`config.mk`:
```
export PLATFORM = sky130hd
export DESIGN_NAME = mem_stage_lsu
export DESIGN_NICKNAME = d
export VERILOG_FILES = /design/src/rtl/mem_stage_lsu.sv
export SDC_FILE = /design/constraint.sdc
export NUM_CORES = 1
export LEC_CHECK = 0
export BUFFER_PORTS_ARGS = -buffer_cell sky130_fd_sc_hd__buf_2
export CAP_MARGIN = 20
export CORE_ASPECT_RATIO = 1.5
export CORE_UTILIZATION = 48
export CTS_BUF_LIST = sky130_fd_sc_hd__clkbuf_2 sky130_fd_sc_hd__clkbuf_4 sky130_fd_sc_hd__clkbuf_8
export DETAILED_ROUTE_END_ITERATION = 16
export HOLD_SLACK_MARGIN = 0.02
export PLACE_DENSITY = 0.87
export SYNTH_ARGS = -nofsm -noshare
export SYNTH_HDL_FRONTEND = slang
export SYNTH_SLANG_ARGS = --single-unit
export TNS_END_PERCENT = 100
```
`constraint.sdc`:
```
create_clock -name clk -period 3.3 [get_ports clk]
set_input_delay 0.99 -clock clk [delete_from_list [all_inputs] [get_ports clk]]
set_output_delay 0.99 -clock clk [all_outputs]
set_load 0.1 [all_outputs]
```
`src/rtl/mem_stage_lsu.sv`:
```
// mem_stage_lsu
// Load/store initiator for the MEM stage. Converts the EX/MEM register's
// single-cycle mem_read/mem_write into a valid/ready request followed by a
// single-pulse response on a multi-cycle word data memory. lsu_stall freezes
// the upstream pipeline while an access is in flight. Misaligned,
// out-of-range, errored and timed-out accesses are reported on access_fault.
//
// Ports
//   clk, reset                  clock, synchronous active-high reset
//   mem_read, mem_write         EX/MEM access controls
//   address, write_data         EX/MEM ALU result and store data
//   lsu_stall                   freeze PC, IF/ID, ID/EX, EX/MEM
//   load_data                   read data to the mem_to_reg mux (held)
//   load_valid, access_fault    one-cycle completion pulses (DONE cycle)
//   bus_req_valid/ready         request handshake
//   bus_req_we/addr/wdata       request payload, stable until handshake
//   bus_resp_valid/rdata/err    single-cycle response, no back-pressure
module mem_stage_lsu #(
    parameter int MEM_BYTES      = 128,
    parameter int TIMEOUT_CYCLES = 64
) (
    input  logic        clk,
    input  logic        reset,
    input  logic        mem_read,
    input  logic        mem_write,
    input  logic [31:0] address,
    input  logic [31:0] write_data,
    output logic        lsu_stall,
    output logic [31:0] load_data,
    output logic        load_valid,
    output logic        access_fault,
    output logic        bus_req_valid,
    input  logic        bus_req_ready,
    output logic        bus_req_we,
    output logic [31:0] bus_req_addr,
    output logic [31:0] bus_req_wdata,
    input  logic        bus_resp_valid,
    input  logic [31:0] bus_resp_rdata,
    input  logic        bus_resp_err
);

    // Counter must hold TIMEOUT_CYCLES: a handshake on the last allowed edge
    // pushes it one past TIMEOUT_CYCLES-1 before the RESP-side timeout fires.
    localparam int               CNT_W      = $clog2(TIMEOUT_CYCLES + 1);
    localparam logic [CNT_W-1:0] CNT_LAST   = CNT_W'(TIMEOUT_CYCLES - 1);
    localparam logic [31:0]      ADDR_LIMIT = 32'(MEM_BYTES);

    typedef enum logic [1:0] {IDLE, REQ, RESP, DONE} state_t;

    state_t           state_q, state_d;
    logic [CNT_W-1:0] cnt_q, cnt_d;
    logic             req_valid_q, req_valid_d;
    logic             req_we_q, req_we_d;
    logic [31:0]      req_addr_q, req_addr_d;
    logic [31:0]      req_wdata_q, req_wdata_d;
    logic [31:0]      load_data_q, load_data_d;
    logic             load_valid_q, load_valid_d;
    logic             access_fault_q, access_fault_d;

    logic access_req;
    logic illegal;
    logic handshake;
    logic timed_out;

    always_comb begin
        state_d        = state_q;
        cnt_d          = cnt_q;
        req_valid_d    = req_valid_q;
        req_we_d       = req_we_q;
        req_addr_d     = req_addr_q;
        req_wdata_d    = req_wdata_q;
        load_data_d    = load_data_q;
        load_valid_d   = 1'b0;
        access_fault_d = 1'b0;
        lsu_stall      = 1'b0;

        access_req = mem_read | mem_write;
        illegal    = (mem_read & mem_write) | (address[1:0] != 2'b00) |
                     (address >= ADDR_LIMIT);
        handshake  = req_valid_q & bus_req_ready;
        timed_out  = (cnt_q >= CNT_LAST);

        case (state_q)
            IDLE: begin
                if (access_req) begin
                    // Stall in the detect cycle, faulting or not, so the
                    // instruction is held until its DONE cycle.
                    lsu_stall = 1'b1;
                    if (illegal) begin
                        access_fault_d = 1'b1;
                        load_data_d    = 32'd0;
                        state_d        = DONE;
                    end else begin
                        req_addr_d  = {address[31:2], 2'b00};
                        req_wdata_d = write_data;
                        req_we_d    = mem_write;
                        req_valid_d = 1'b1;
                        cnt_d       = '0;
                        state_d     = REQ;
                    end
                end
            end
            REQ: begin
                lsu_stall = 1'b1;
                cnt_d     = cnt_q + CNT_W'(1);
                if (handshake) begin
                    req_valid_d = 1'b0;
                    state_d     = RESP;
                end else if (timed_out) begin
                    req_valid_d    = 1'b0;
                    access_fault_d = 1'b1;
                    load_data_d    = 32'd0;
                    state_d        = DONE;
                end
            end
            RESP: begin
                lsu_stall = 1'b1;
                cnt_d     = cnt_q + CNT_W'(1);
                // A response on the timeout edge takes priority.
                if (bus_resp_valid) begin
                    state_d = DONE;
                    if (bus_resp_err) begin
                        access_fault_d = 1'b1;
                        load_data_d    = 32'd0;
                    end else if (!req_we_q) begin
                        load_data_d  = bus_resp_rdata;
                        load_valid_d = 1'b1;
                    end
                end else if (timed_out) begin
                    access_fault_d = 1'b1;
                    load_data_d    = 32'd0;
                    state_d        = DONE;
                end
            end
            DONE: begin
                // Inputs are not looked at here: the pipeline still shows the
                // completed instruction this cycle and must not re-issue it.
                state_d = IDLE;
            end
            default: state_d = IDLE;
        endcase

        if (reset) begin
            lsu_stall = 1'b0;
        end
    end

    always_ff @(posedge clk) begin
        if (reset) begin
            state_q        <= IDLE;
            cnt_q          <= '0;
            req_valid_q    <= 1'b0;
            req_we_q       <= 1'b0;
            req_addr_q     <= 32'd0;
            req_wdata_q    <= 32'd0;
            load_data_q    <= 32'd0;
            load_valid_q   <= 1'b0;
            access_fault_q <= 1'b0;
        end else begin
            state_q        <= state_d;
            cnt_q          <= cnt_d;
            req_valid_q    <= req_valid_d;
            req_we_q       <= req_we_d;
            req_addr_q     <= req_addr_d;
            req_wdata_q    <= req_wdata_d;
            load_data_q    <= load_data_d;
            load_valid_q   <= load_valid_d;
            access_fault_q <= access_fault_d;
        end
    end

    assign bus_req_valid = req_valid_q;
    assign bus_req_we    = req_we_q;
    assign bus_req_addr  = req_addr_q;
    assign bus_req_wdata = req_wdata_q;
    assign load_data     = load_data_q;
    assign load_valid    = load_valid_q;
    assign access_fault  = access_fault_q;

endmodule

```
==> reports/qor.txt <==
outcome: finished clean
die footprint: 0.00961 sq mm
multi-input logic area: 0.00200 sq mm
CTS Buffer Depth: 2
RSZ-0062 raised after global routing: false
ys flop type: dfxtp_1
Rows: 42
CP Cell Sequence: buf_2 -> nor2_1 -> inv_1 -> a21oi_1 -> nor3_4 -> buf_12
vias in the first global route: 3,617
GRT Total Usage: 20.9%
mapped cell area: 0.00442 sq mm
capturing point of the worst reg2reg path: load_data[20]
Yosys top cell by area: dfxtp_1
synth top area cells: dfxtp_1 (48%), o32ai_2 (11%), mux2i_1 (8.4%), and2_1 (3.7%), nand2_1 (3.5%)
Tcrit/Tclk final: 88.3%
Max-cap violations: 0
Root Driver: clkbuf_8
Setup violations, final: 0
WP data arrival: 1.92 ns
num ports: 204
Placed Cells: 727
R2R Setup Slk: 0.97 ns
Die Y-Extent: 120 microns
pre-CTS setup slack: 0.312 ns
setup_tns: 0 ns
First-pass DRT Iterations: 4
routed wire length: 10,300 microns
post-detailed-route wirelength per cell: 13.9 microns
Starting Density: 49.8%
worst endpoint required time: 2.31 ns
CP max stage cell: a21oi_1
power per standard cell area: 566 mW/mm^2
CP max stage delay: 0.24 ns
Peak VDD IR: 387 uV
clock latency on the worst-skew pair: 0.36 ns
Yosys reg bits: 107
Clock Skew: 0.0125 ns
post-DR vias/cell: 5.18
Iter 0 DRT Violations: 155
Final WS setup: 0.387 ns
largest net degree at the start of global routing: 48
EDFF count, synth: 0
cts hold-fix bufs: 0
GRT Residual Overflow: 0
cells on worst reg2reg path: 8
drt drc: 0
core area: 0.00888 sq mm
share of flip-flops with an asynchronous set or reset: 0%
Post-CTS Setup Inserts: 0
sequential share of the synthesized area: 48.4%
CTS Buf Count: 9
type of destination of the critical path: output pin
Tmin final: 2.91 ns
WS Path Type: in2out
# clock sinks: 107
Crit Path Max Fanout: 4
Fill cells: 745
CTS tree: built
vias: 3,856
Die W: 80.4 microns
slew margin rel.: 61.2%
ant diodes: 0
synth warn: 0
initial antenna violation count: 0
ANT nets after route: 0
Clock H-tree levels: 3
non-filler cells, final: 744
hold crit path type: reg2reg
first-pass GRT wire length: 15,800 microns
Final Hold Fails: 0
Critical R2R Launch: state_q[1]
PostCTS Resize Cnt: 0
Syn-to-layout area delta: 30.1%
startpoint type of the worst setup path: input port
Hold EP: bus_req_addr[17]
hold wc startpoint: bus_req_addr[17]
I/O Buffers: 201
Mean Syn Cell Area: 10.1 sq um
leak pwr: 2.54 nW
Clk pin slew, worst setup/hold paths: 0.10 ns
layout cell share with drive strength beyond 1: 42.1%
hpwl dp: 7700 microns
RePlAce Congestion: 0.854
Final Max Slew Viols: 0
Yosys top cell area share: 48.4%
hold path cells: 1
register area: 0.00214 sq mm
max frequency: 0.343 GHz
Synth Instances: 437
Worst-Margin Slew: 0.579 ns
post-synth cell types: 44
number of nets in the layout: 737
==> sequential cells by signal, indices dropped and copies added (netlist names), 2 cells and up <==
register / count
cnt_q: 7
bus_req_addr: 30
load_data: 32
state_q: 2
bus_req_wdata: 32
==> power breakdown <==
group	internal [W]	leakage (nW)	switching (W)
Clock	0.000449	0.115	0.000423
Combinational	0.000293	1.56	0.000739
Sequential	0.00133	0.862	0.0000274
Total	0.00207	2.54	0.00119
==> cells in the mapped netlist, drive strengths merged (4+ instances only) <==
master / count
a21oi: 13
a32o: 5
and2: 26
buf: 13
clkbuf: 16
dfxtp: 107
ha: 5
inv: 38
mux2i: 37
nand2: 41
nand3: 6
nor2: 41
nor2b: 4
nor3: 9
nor4: 9
o21ai: 10
o32ai: 32
==> routing by layer <==
layer | part of all wire, % | vias to the layer above | global-route usage [%]
li1 | - | 1881 | -
met1 | 38 | 1823 | 22.3
met2 | 55 | 138 | 38.8
met3 | 5.7 | 14 | 4.18
met4 | 2.1 | 0 | 8.48
met5 | 0 | - | 0
==> cells by family (layout without fill, tap and decap cells) <==
kind of cell               Yosys count  after routing  synth area share [%]
DFF                                107            107                  48.4
other                                1              2                0.0848
and+or+nand+nor                    145            145                  16.5
muxes                               37             37                  8.37
buffers and inverters               68            264                  7.04
AOI/OAI and AO/OA                   73             73                  18.0
adders and majority gates            5              5                  1.41
xor gates and xnor gates             1              1                 0.198
==> worst max path at each step <==
stage	from	endpoint	slack, ns
floorplan	reset	lsu_stall	0.07
global placement	address[15]	load_data[31]	0.44
detailed placement	address[7]	load_data[20]	0.31
CTS	mem_read	lsu_stall	0.42
global route	mem_write	lsu_stall	0.30
finish	mem_write	lsu_stall	0.39
==> cells in the final DEF (no fill, tap or decap), drive strengths merged, types with 4 or more instances in the layout <==
cell,Yosys,final
o32ai,32,32
nor2,41,41
nand2,41,41
clkbuf,16,11
a32o,5,5
dfxtp,107,107
and2,26,26
a21oi,13,13
nor4,9,9
nor2b,4,4
inv,38,40
ha,5,5
nand3,6,6
nor3,9,9
o21ai,10,10
mux2i,37,37
buf,13,209
==> stage by stage <==
step	power, W	cell area, sq um	hold slack (ns)	util [%]
final	0.00326	5760	0.467	64.8
after global routing	0.00341	5760	0.481	64.8
after CTS	0.00328	5750	0.469	64.7
after detailed placement	0.00241	5530	0.439	62.2
after global placement	0.00237	5530	0.437	62.2
after floorplan	0.00217	4440	0.460	-
==> worst max-delay path: cells and delay by family <==
family / cells / cell delay (ns)
compound gates: 1 / 0.24
buf+inv: 3 / 0.39
simple gates: 2 / 0.30
==> cell type report <==
class	instances	share of cell area, %
tap	110	2.39
inverter	39	2.54
clock inverter	5	1.43
sequential	107	37.2
timing repair buffer	209	19.3
clock buffer	11	2.41
multi-input combinational	263	34.8
(Power assumes the default switching activity.)
